===== src/rtl/fifo_thresh_ctrl.sv =====
// Single-clock FIFO with run-time almost-full/almost-empty thresholds,
// hysteretic pause output and sticky overflow/underflow flags.
module fifo_thresh_ctrl #(
   parameter int DATA_SIZE = 6,
   parameter int ADDR_SIZE = 2,
   parameter int CNT_SIZE  = ADDR_SIZE + 1
) (
   input  logic                 clk,
   input  logic                 reset_L,
   input  logic                 push,
   input  logic                 pop,
   input  logic [DATA_SIZE-1:0] data_in,
   input  logic [CNT_SIZE-1:0]  af_thr,
   input  logic [CNT_SIZE-1:0]  ae_thr,
   input  logic                 err_clr,
   output logic [DATA_SIZE-1:0] data_out,
   output logic                 valid_out,
   output logic [CNT_SIZE-1:0]  data_count,
   output logic                 fifo_empty,
   output logic                 fifo_full,
   output logic                 almost_full,
   output logic                 almost_empty,
   output logic                 fifo_pause,
   output logic                 overflow_err,
   output logic                 underflow_err
);
   localparam int                  DEPTH     = 2 ** ADDR_SIZE;
   localparam logic [CNT_SIZE-1:0] DEPTH_CNT = CNT_SIZE'(DEPTH);

   typedef enum logic {RUN, PAUSE} pause_state_t;

   pause_state_t         state, state_next;
   logic [DATA_SIZE-1:0] mem [DEPTH];
   logic [ADDR_SIZE-1:0] wr_ptr, rd_ptr;
   logic [CNT_SIZE-1:0]  count_next;
   logic                 push_ok, pop_ok;

   assign fifo_empty   = (data_count == '0);
   assign fifo_full    = (data_count == DEPTH_CNT);
   assign almost_full  = (data_count >= af_thr);
   assign almost_empty = (data_count <= ae_thr) && !fifo_empty;
   assign fifo_pause   = (state == PAUSE);

   // A push on a full FIFO is only safe when a pop frees the slot on the same edge.
   assign push_ok = push & (~fifo_full | pop);
   assign pop_ok  = pop & ~fifo_empty;

   always_comb begin
      // NOTE: default first so every path assigns count_next and no latch is inferred.
      count_next = data_count;
      if (push_ok && !pop_ok)
         count_next = data_count + CNT_SIZE'(1);
      else if (pop_ok && !push_ok)
         count_next = data_count - CNT_SIZE'(1);
   end

   // Pause looks at the post-edge occupancy; the almost-full side wins when thresholds overlap.
   always_comb begin
      state_next = state;
      if (count_next >= af_thr)
         state_next = PAUSE;
      else if (count_next <= ae_thr)
         state_next = RUN;
   end

   always_ff @(posedge clk or negedge reset_L) begin
      if (!reset_L)
         state <= RUN;
      else
         state <= state_next;
   end

   // NOTE: storage has no reset; pointers and count define which entries are live.
   always_ff @(posedge clk) begin
      if (push_ok)
         mem[wr_ptr] <= data_in;
   end

   // NOTE: non-blocking assignments so every register samples pre-edge values.
   always_ff @(posedge clk or negedge reset_L) begin
      if (!reset_L) begin
         wr_ptr        <= '0;
         rd_ptr        <= '0;
         data_count    <= '0;
         data_out      <= '0;
         valid_out     <= 1'b0;
         overflow_err  <= 1'b0;
         underflow_err <= 1'b0;
      end else begin
         if (push_ok)
            wr_ptr <= wr_ptr + ADDR_SIZE'(1);
         if (pop_ok) begin
            rd_ptr   <= rd_ptr + ADDR_SIZE'(1);
            data_out <= mem[rd_ptr];
         end
         valid_out     <= pop_ok;
         data_count    <= count_next;
         overflow_err  <= (push & ~push_ok) | (overflow_err & ~err_clr);
         underflow_err <= (pop & ~pop_ok) | (underflow_err & ~err_clr);
      end
   end

endmodule


===== config.mk =====
export PLATFORM = sky130hd
export DESIGN_NAME = fifo_thresh_ctrl
export DESIGN_NICKNAME = d
export VERILOG_FILES = /design/src/rtl/fifo_thresh_ctrl.sv
export SDC_FILE = /design/constraint.sdc
export NUM_CORES = 1
export LEC_CHECK = 0
export CAP_MARGIN = 20
export CORE_UTILIZATION = 52
export DETAILED_ROUTE_END_ITERATION = 7
export GPL_TIMING_DRIVEN = 1
export PLACE_DENSITY = 0.85
export SYNTH_ARGS = -nofsm -noshare
export SYNTH_HDL_FRONTEND = slang
export SYNTH_SLANG_ARGS = --single-unit

===== constraint.sdc =====
create_clock -name clk -period 2.5 [get_ports clk]
set_input_delay 0.625 -clock clk [delete_from_list [all_inputs] [get_ports clk]]
set_output_delay 0.625 -clock clk [all_outputs]
set_load 0.02 [all_outputs]

==> metrics.txt <==
Overflow after GRT=0; Critical Path AT=1.80 ns; critical path data required time=1.88 ns; min Tclk post-route=2.42 ns; drt initial violations=95; CP endpoint kind=primary output; # DRC=0; Reg clk slew, reported paths=0.08 ns; maxcap violations=0; Layout Nets=233; status=finished, final reports clean; Seq/Total Area, Yosys=0.563; area of the mapped netlist=2030 µm²; worst setup path class=reg2out; PwrDens=1230 nW/µm²; LEAKAGE=1.18 nW; crit start category=register; clk_lat worst skew=0.30 ns; Layout Skew=0.00613 ns; antenna cells=0; Worst slew margin=0.694; Layout Area Growth over Synthesis=33.1%; placed cell area=2520 µm²; min-delay src=data_out[2]; RR Startpoint=data_count[0]; Die Area=4170 µm²; DR WL/cell=17.4 µm; layout cell share with drive strength beyond 1=0.263; Post-Route WL=4.28 mm; crit share post-route=0.969; peak supply drop=0.000653 V; Final GP Congestion=0.760; fillers=232; Pwr Total=3.34 mW; Syn Nets=180; hpwl dp=2.87 mm; sequential share of power=0.330; # IOs=34; vias in the first global route=1365; die height=64.6 µm; all-layer global routing usage=0.214; Finished Cell Area=2710 µm²; CTS Buf Count=5; routed vias/inst=5.55; FP Rows=22; Max FO, Critical Path=5; Netlist cell types=28; CTS Buffer Depth=2; initial core utilization=0.547; Hold Buf Count CTS=0; root buf cell=clkbuf_8; first-pass GRT wire length=6.37 mm; clock share of power=0.166; largest net degree at the start of global routing=18; worst hold-check path type=reg2reg; Detailed Routing Iterations Pass 1=4; CTS tree=yes; P_sw=1.19 mW; Syn Area/Cell=14.1 µm²; Port Buffer Count=33; DR vias=1366; Crit. Startpoint=data_count[0]; P_int=2.15 mW; Yosys reg bits=41; core area=3720 µm²; Die Width=64.6 µm; ANT nets after route=0; Sw Ratio=0.357; Yosys warnings=0; Max Fclk=413 MHz; Synth Instances=144; CTS Sinks=41; max-slew violations=0; H-Tree Depth=2; Worst Max-Slew Pin Slew=0.459 ns; Hold Vio Cnt, Final=0; setup bufs post-CTS=0; Comb power frac=0.504; Final setup viols=0; initial antenna violation count=0
## layout make-up
class | count | area, µm² | share of cell area
clock buffers | 6 | 82.6 | 0.0305
clock inverters | 2 | 37.5 | 0.0139
inverters | 13 | 48.8 | 0.0180
multi-input cells | 86 | 867 | 0.320
flip-flops and latches | 41 | 1150 | 0.424
well taps | 48 | 60.1 | 0.0222
repair buffers | 50 | 465 | 0.172
## power groups by stage
stage	clock, mW	sequential (mW)	combinational [mW]
4_1_cts	0.558	1.10	1.60
6_report	0.553	1.10	1.68
2_1_floorplan	0	1.18	0.891
3_5_place_dp	0	1.10	1.57
3_3_place_gp	0	1.08	1.50
5_1_grt	0.574	1.13	1.82
## registers in the layout, indices dropped and copies added (netlist names)
name	flops
mem	24
data_out	6
data_count	3
rd_ptr	2
wr_ptr	2
fifo_pause	1
overflow_err	1
underflow_err	1
valid_out	1
## path summary, 6_finish.rpt
check                                endpoint  slack (ns)  cells after the start
worst max-delay path              almost_full        0.08                      6
worst min-delay path              data_out[2]        0.52                      1
worst max register to register     fifo_pause        0.13                     11
worst min register to register    data_out[2]        0.52                      1
max in group asynchronous       data_count[1]        1.64                      2
min in group asynchronous         data_out[1]        0.65                      2
## routing by layer
metal,vias to the layer above,global-route usage,share of wire
met5,-,0,0
met4,0,0.106,0.023
met3,9,0.0475,0.049
met2,57,0.361,0.52
met1,674,0.259,0.41
li1,626,-,-
## per-stage QoR
step	std cells	setup TNS (ns)	hold slack [ns]	setup WS, ns	util
floorplan	144	0	0.329	0.185	-
global placement	238	-1.34	0.494	-0.586	0.678
detailed placement	238	-1.48	0.502	-0.674	0.678
CTS	246	0	0.523	0.00370	0.719
global route	246	-0.0209	0.531	-0.0209	0.729
finish	246	0	0.517	0.0779	0.729
## repair_timing
action                     CTS  global route
setup endpoints to repair    5             3
gates resized for setup     22            12
pin swaps                    5             4
## worst max-delay path, stage by stage (launching register included)
cell      delay, ns
dfrtp_1        0.38
inv_1          0.23
ha_1           0.28
nand2b_1       0.13
a21o_1         0.17
a21o_1         0.18
buf_6          0.13
## cell usage in the layout, fill, tap and decap left out, drive strengths merged, types with 4 or more instances in the layout
master	instances
nand2b	5
clkbuf	6
o21ai	7
nand3	4
clkdlybuf4s50	23
edfxtp	24
xnor2	5
buf	19
ha	19
inv	13
a21o	5
mux4	6
and2	4
dlygate4sd2	4
a21oi	6
dfrtp	17
nor2b	5
nand2	5
mux2	6
dlymetal6s2s	4
## cells by family (layout without fill, tap and decap cells)
family,after synthesis,count (layout),synth area share
DFF,41,41,0.563
and+or+nand+nor,26,26,0.0756
AOI/OAI and AO/OA,23,23,0.0683
adders and majority gates,19,19,0.117
buffers and inverters,17,71,0.0394
muxes,12,12,0.111
xor gates and xnor gates,6,6,0.0258
## cells in the mapped netlist
library cell / count / area share
o221ai_1: 1 / 0.0043
ha_1: 19 / 0.12
xnor2_1: 5 / 0.022
mux2_4: 6 / 0.044
inv_1: 13 / 0.024
nor2b_1: 4 / 0.012
a21o_1: 5 / 0.018
o21a_1: 1 / 0.0037
nand3_1: 4 / 0.0098
o211ai_1: 1 / 0.0037
mux4_2: 6 / 0.066
buf_6: 2 / 0.011
and3_1: 1 / 0.0031
buf_2: 1 / 0.0025
nand2b_1: 5 / 0.015
o22ai_1: 1 / 0.0031
a21oi_1: 6 / 0.015
and2_1: 4 / 0.012
nor2b_4: 1 / 0.0068
o21ai_0: 7 / 0.017
dfrtp_1: 17 / 0.21
or3_1: 1 / 0.0031
xor2_1: 1 / 0.0043
nand3b_1: 1 / 0.0037
edfxtp_1: 24 / 0.35
buf_1: 1 / 0.0018
nand2_1: 5 / 0.0092
a31oi_1: 1 / 0.0031
No activity file was read; power rests on OpenSTA's default activity.
